File: src/rtl/mem_port_arbiter.sv
// Round-robin arbiter sharing one fixed-latency memory data port between the CPU (0) and debug/DMA (1).
// Optional saturating perf counters are built when MEM_PORT_ARBITER_PERF_EN is defined.
module mem_port_arbiter #(
  parameter int unsigned READ_LAT = 2
) (
  input  logic        clk,
  input  logic        reset,
  input  logic        req0,
  input  logic        we0,
  input  logic [14:0] addr0,
  input  logic [15:0] wdata0,
  input  logic        flush0,
  output logic        gnt0,
  output logic        rvalid0,
  output logic [15:0] rdata0,
  input  logic        req1,
  input  logic        we1,
  input  logic [14:0] addr1,
  input  logic [15:0] wdata1,
  output logic        gnt1,
  output logic        rvalid1,
  output logic [15:0] rdata1,
  output logic [14:0] mem_raddr,
  input  logic [15:0] mem_rdata,
  output logic        mem_wen,
  output logic [14:0] mem_waddr,
  output logic [15:0] mem_wdata
`ifdef MEM_PORT_ARBITER_PERF_EN
  ,
  output logic [15:0] perf_gnt0,
  output logic [15:0] perf_gnt1,
  output logic [15:0] perf_conflict
`endif
);

  typedef enum logic {PTR_REQ0 = 1'b0, PTR_REQ1 = 1'b1} ptr_e;

  ptr_e                ptr_q;
  logic [READ_LAT-1:0] tvld_q;
  logic [READ_LAT-1:0] tid_q;
  logic [14:0]         raddr_q;
  logic [15:0]         rdata0_q;
  logic [15:0]         rdata1_q;
  logic                elig0, elig1;
  logic                rd_acc, wr_acc, out_vld;

  always_comb begin
    // Gating eligibility with reset keeps grants and writes quiet in the reset cycle.
    elig0     = req0 & ~flush0 & ~reset;
    elig1     = req1 & ~reset;
    gnt0      = elig0 & (~elig1 | (ptr_q == PTR_REQ0));
    gnt1      = elig1 & (~elig0 | (ptr_q == PTR_REQ1));
    rd_acc    = (gnt0 & ~we0) | (gnt1 & ~we1);
    wr_acc    = (gnt0 & we0) | (gnt1 & we1);
    mem_raddr = rd_acc ? (gnt1 ? addr1 : addr0) : raddr_q;
    mem_wen   = wr_acc;
    mem_waddr = gnt1 ? addr1 : addr0;
    mem_wdata = gnt1 ? wdata1 : wdata0;
    out_vld   = tvld_q[READ_LAT-1] & ~reset;
    // A flush also kills a requester-0 tag sitting at the output stage this cycle.
    rvalid0   = out_vld & ~tid_q[READ_LAT-1] & ~flush0;
    rvalid1   = out_vld & tid_q[READ_LAT-1];
    rdata0    = reset ? '0 : (rvalid0 ? mem_rdata : rdata0_q);
    rdata1    = reset ? '0 : (rvalid1 ? mem_rdata : rdata1_q);
  end

  always_ff @(posedge clk) begin
    if (reset) begin
      ptr_q    <= PTR_REQ0;
      tvld_q   <= '0;
      tid_q    <= '0;
      raddr_q  <= '0;
      rdata0_q <= '0;
      rdata1_q <= '0;
    end else begin
      if (gnt0)
        ptr_q <= PTR_REQ1;
      else if (gnt1)
        ptr_q <= PTR_REQ0;
      raddr_q <= mem_raddr;
      for (int unsigned i = 1; i < READ_LAT; i++) begin
        tvld_q[i] <= tvld_q[i-1] & ~(flush0 & ~tid_q[i-1]);
        tid_q[i]  <= tid_q[i-1];
      end
      tvld_q[0] <= rd_acc;
      tid_q[0]  <= gnt1;
      if (rvalid0)
        rdata0_q <= mem_rdata;
      if (rvalid1)
        rdata1_q <= mem_rdata;
    end
  end

`ifdef MEM_PORT_ARBITER_PERF_EN
  logic [15:0] pg0_q, pg1_q, pcf_q;

  always_ff @(posedge clk) begin
    if (reset) begin
      pg0_q <= '0;
      pg1_q <= '0;
      pcf_q <= '0;
    end else begin
      if (gnt0 && pg0_q != '1)
        pg0_q <= pg0_q + 16'd1;
      if (gnt1 && pg1_q != '1)
        pg1_q <= pg1_q + 16'd1;
      if (elig0 && elig1 && pcf_q != '1)
        pcf_q <= pcf_q + 16'd1;
    end
  end

  assign perf_gnt0     = pg0_q;
  assign perf_gnt1     = pg1_q;
  assign perf_conflict = pcf_q;
`endif

endmodule
File: config.mk
export PLATFORM = sky130hd
export DESIGN_NAME = mem_port_arbiter
export DESIGN_NICKNAME = d
export VERILOG_FILES = /design/src/rtl/mem_port_arbiter.sv
export SDC_FILE = /design/constraint.sdc
export NUM_CORES = 1
export LEC_CHECK = 0
export CORE_UTILIZATION = 36
export DETAILED_ROUTE_END_ITERATION = 16
export PLACE_DENSITY_LB_ADDON = 0.3
export SLEW_MARGIN = 20
export SYNTH_ARGS = -nofsm -noshare
export SYNTH_HDL_FRONTEND = slang
export SYNTH_SLANG_ARGS = --single-unit
File: constraint.sdc
create_clock -name clk -period 3.3 [get_ports clk]
set_input_delay 0.825 -clock clk [delete_from_list [all_inputs] [get_ports clk]]
set_output_delay 0.825 -clock clk [all_outputs]
set_load 0.02 [all_outputs]
==> reports/results.ini <==
[logic_synthesis]
synth_warnings=0
yosys_register_bits=52
seq_area_frac_synth=0.4230
synth.avg_cell_area_sq_um=8.697
syn-num-nets=368
netlist_area_sq_um=2461
synth.distinct_cells=27
syn_inst=283

[layout]
drive_gt1_frac=0.3675
final_cell_mix=88 x clkdlybuf4s50_1, 64 x nand2_1, 64 x buf_4, 52 x dfxtp_1, 25 x buf_2
layout.nets=582
finalNonFillerCells=575
syn2layout_area_growth_pct=103.8
diodes=0
layout_commonest_cell=clkdlybuf4s50_1
final_core_util=0.7764
fin_area_sq_um=5015

[sta]
hold_viol=0
rsz0062_at_grt=false
tightest_slew_ns=0.4414
hold_slack_ns=0.4650
fin_crit_sh=0.9843
relSlewSlack=0.7035
clock.fmax_mhz=307.9
setup_tns_ns=0
maxSlewViolCount=0
finalSetupViolCount=0
fin_crit_ns=3.248
finalClockSkew_ns=0.01280

[outcome]
violations=DRC
outcome=finished, violations left

[run]
cap_viol_max_count=0

[placed_design]
portBuffers=167
placed_area_sq_um=4538
dp_hpwl_mm=6.187
place_congestion=0.7241
dpl.cell_count=555

[critical_path]
endpoint_kind=output port
cp.required_ns=2.47
criticalPathCategory=in -> out
critPathLaunchType=primary input
path_common_cell=buf_6
path_cells=clkdlybuf4s15_1 > or3b_4 > buf_6 > and2_4 > bufbuf_16 > mux2_2 > buf_6
path_max_fanout=5
cp_slowest_stage_delay_ns=0.39
crit_arrival_ns=2.42
cp_top_family=buffers and inverters
crit_buf_inv=4
crit_path_top_delay_cell=or3b_4

[cts]
cts_hold_buf=0
cts_root_buffer=clkbuf_8
clk_latency_ns=0.30
cts.path.max_buffers=2
cts_tree=built
cts.htree.levels=2
clock_sinks=52
cts.clk_slew.worst_paths_ns=0.08
cts_buffers=5

[grt]
grtUsageTotal=0.2571
grt_pass1_vias=3019
grt_pass1_wl_mm=14.59
grt_max_degree=39
antenna_found_initial=0
grt_overflow=0

[floorplan]
die_area_sq_um=7171
ios=168
fp.dieW_um=84.68
rows=29
fp.dieH_um=84.68
core_sq_um=6459
initial_core_util=0.3811

[detailed_routing]
ant_nets=0
vias=2849
wirelength_mm=9.286
routed_via_density=4.955
drtIter0Drc=120
drt-wirelength-per-cell_um=16.15
drcViolationCount=2
first_pass_iters=12

[power_and_ir_drop]
total_leakage_power_nw=2.322
power.density_nw_per_um2=326.2
ir_worst_vdd_uv=246.1

[hold_path]
hold_path.class=reg -> reg

cells in the mapped netlist:
cell / instances / area [sq um]
a2111oi_2: 1 / 15.01
a211oi_1: 2 / 15.01
a211oi_2: 14 / 175.2
a21oi_1: 32 / 160.2
a22o_1: 1 / 8.760
and2_1: 2 / 12.51
and3b_1: 1 / 8.760
buf_1: 2 / 7.510
buf_2: 8 / 40.04
buf_6: 3 / 33.78
clkbuf_1: 10 / 37.54
clkinv_1: 1 / 3.750
dfxtp_1: 52 / 1041
inv_1: 16 / 60.06
inv_2: 1 / 3.750
mux2_2: 16 / 180.2
mux2i_1: 15 / 150.1
nand2_1: 64 / 240.2
nand2b_1: 3 / 18.77
nand3b_1: 16 / 120.1
nor2b_1: 3 / 18.77
nor3_1: 15 / 75.07
nor3b_1: 1 / 7.510
or2_1: 1 / 6.260
or2_2: 1 / 6.260
or3_1: 1 / 6.260
or3b_1: 1 / 8.760
final cells by class:
| type | count | area (sq um) |
|---|---|---|
| Clock inverter | 3 | 42.54 |
| Tap cell | 77 | 96.34 |
| Sequential cell | 52 | 1041 |
| Multi-Input combinational cell | 190 | 1511 |
| Clock buffer | 5 | 68.82 |
| Inverter | 18 | 67.56 |
| Fill cell | 433 | 1444 |
| Timing Repair Buffer | 230 | 2187 |
per-layer routing:
| layer | wire [um] | share of wire | vias up | track usage |
|---|---|---|---|---|
| met5 | 0 | 0 | - | 0 |
| met4 | 203 | 0.022 | 0 | 0.09861 |
| met3 | 424 | 0.046 | 23 | 0.04425 |
| met2 | 5009 | 0.54 | 97 | 0.4900 |
| met1 | 3649 | 0.39 | 1339 | 0.2821 |
| li1 | - | - | 1390 | - |
power breakdown:
group          total (mW)  internal, mW  switching [mW]
Clock               0.426         0.224           0.201
Sequential          0.651         0.644         0.00642
Combinational       0.560         0.311           0.249
Total                1.64          1.18           0.457
registers in the layout (all words and copies together) (netlist names):
name and cells:
tvld_q 2, ptr_q 1, rdata1_q 16, rdata0_q 16, raddr_q 15, tid_q 2
cells by family after synthesis:
group / Yosys count / synth area share
mux: 31 / 0.1342
buf+inv: 41 / 0.07575
simple gates: 109 / 0.2151
flops: 52 / 0.4230
compound gates: 50 / 0.1520
tightest hold or removal path, stage by stage (launching register included):
cell	delay, ns
dfxtp_1	0.30
nand2_1	0.05
a21oi_1	0.07
final timing paths:
path | to | cells past startpoint | from | slack (ns)
setup / recovery | mem_wdata[9] | 7 | req0 | 0.05
hold / removal | rdata0_q[4]$_DFF_P_ | 2 | rdata0_q[4]$_DFF_P_ | 0.47
setup reg to reg | raddr_q[14]$_SDFF_PP0_ | 8 | ptr_q$_SDFFE_PP0P_ | 1.23
hold reg to reg | rdata0_q[4]$_DFF_P_ | 2 | rdata0_q[4]$_DFF_P_ | 0.47
stage by stage:
stage | power [mW] | setup slack, ns
after floorplan | 0.8612 | 0.05595
after global placement | 1.143 | -0.5717
after detailed placement | 1.152 | -0.6394
after CTS | 1.639 | 0.01893
after global routing | 1.702 | 0.007523
final | 1.636 | 0.05175
repair_timing:
item | CTS | global route
buffers inserted | 6 | 0
hold endpoints to repair | 0 | 0
gates cloned | 6 | 0
gates resized for setup | 289 | 19
pin swaps | 3 | 2
endpoints found under the setup margin | 66 | 36
(Power assumes the default switching activity.)
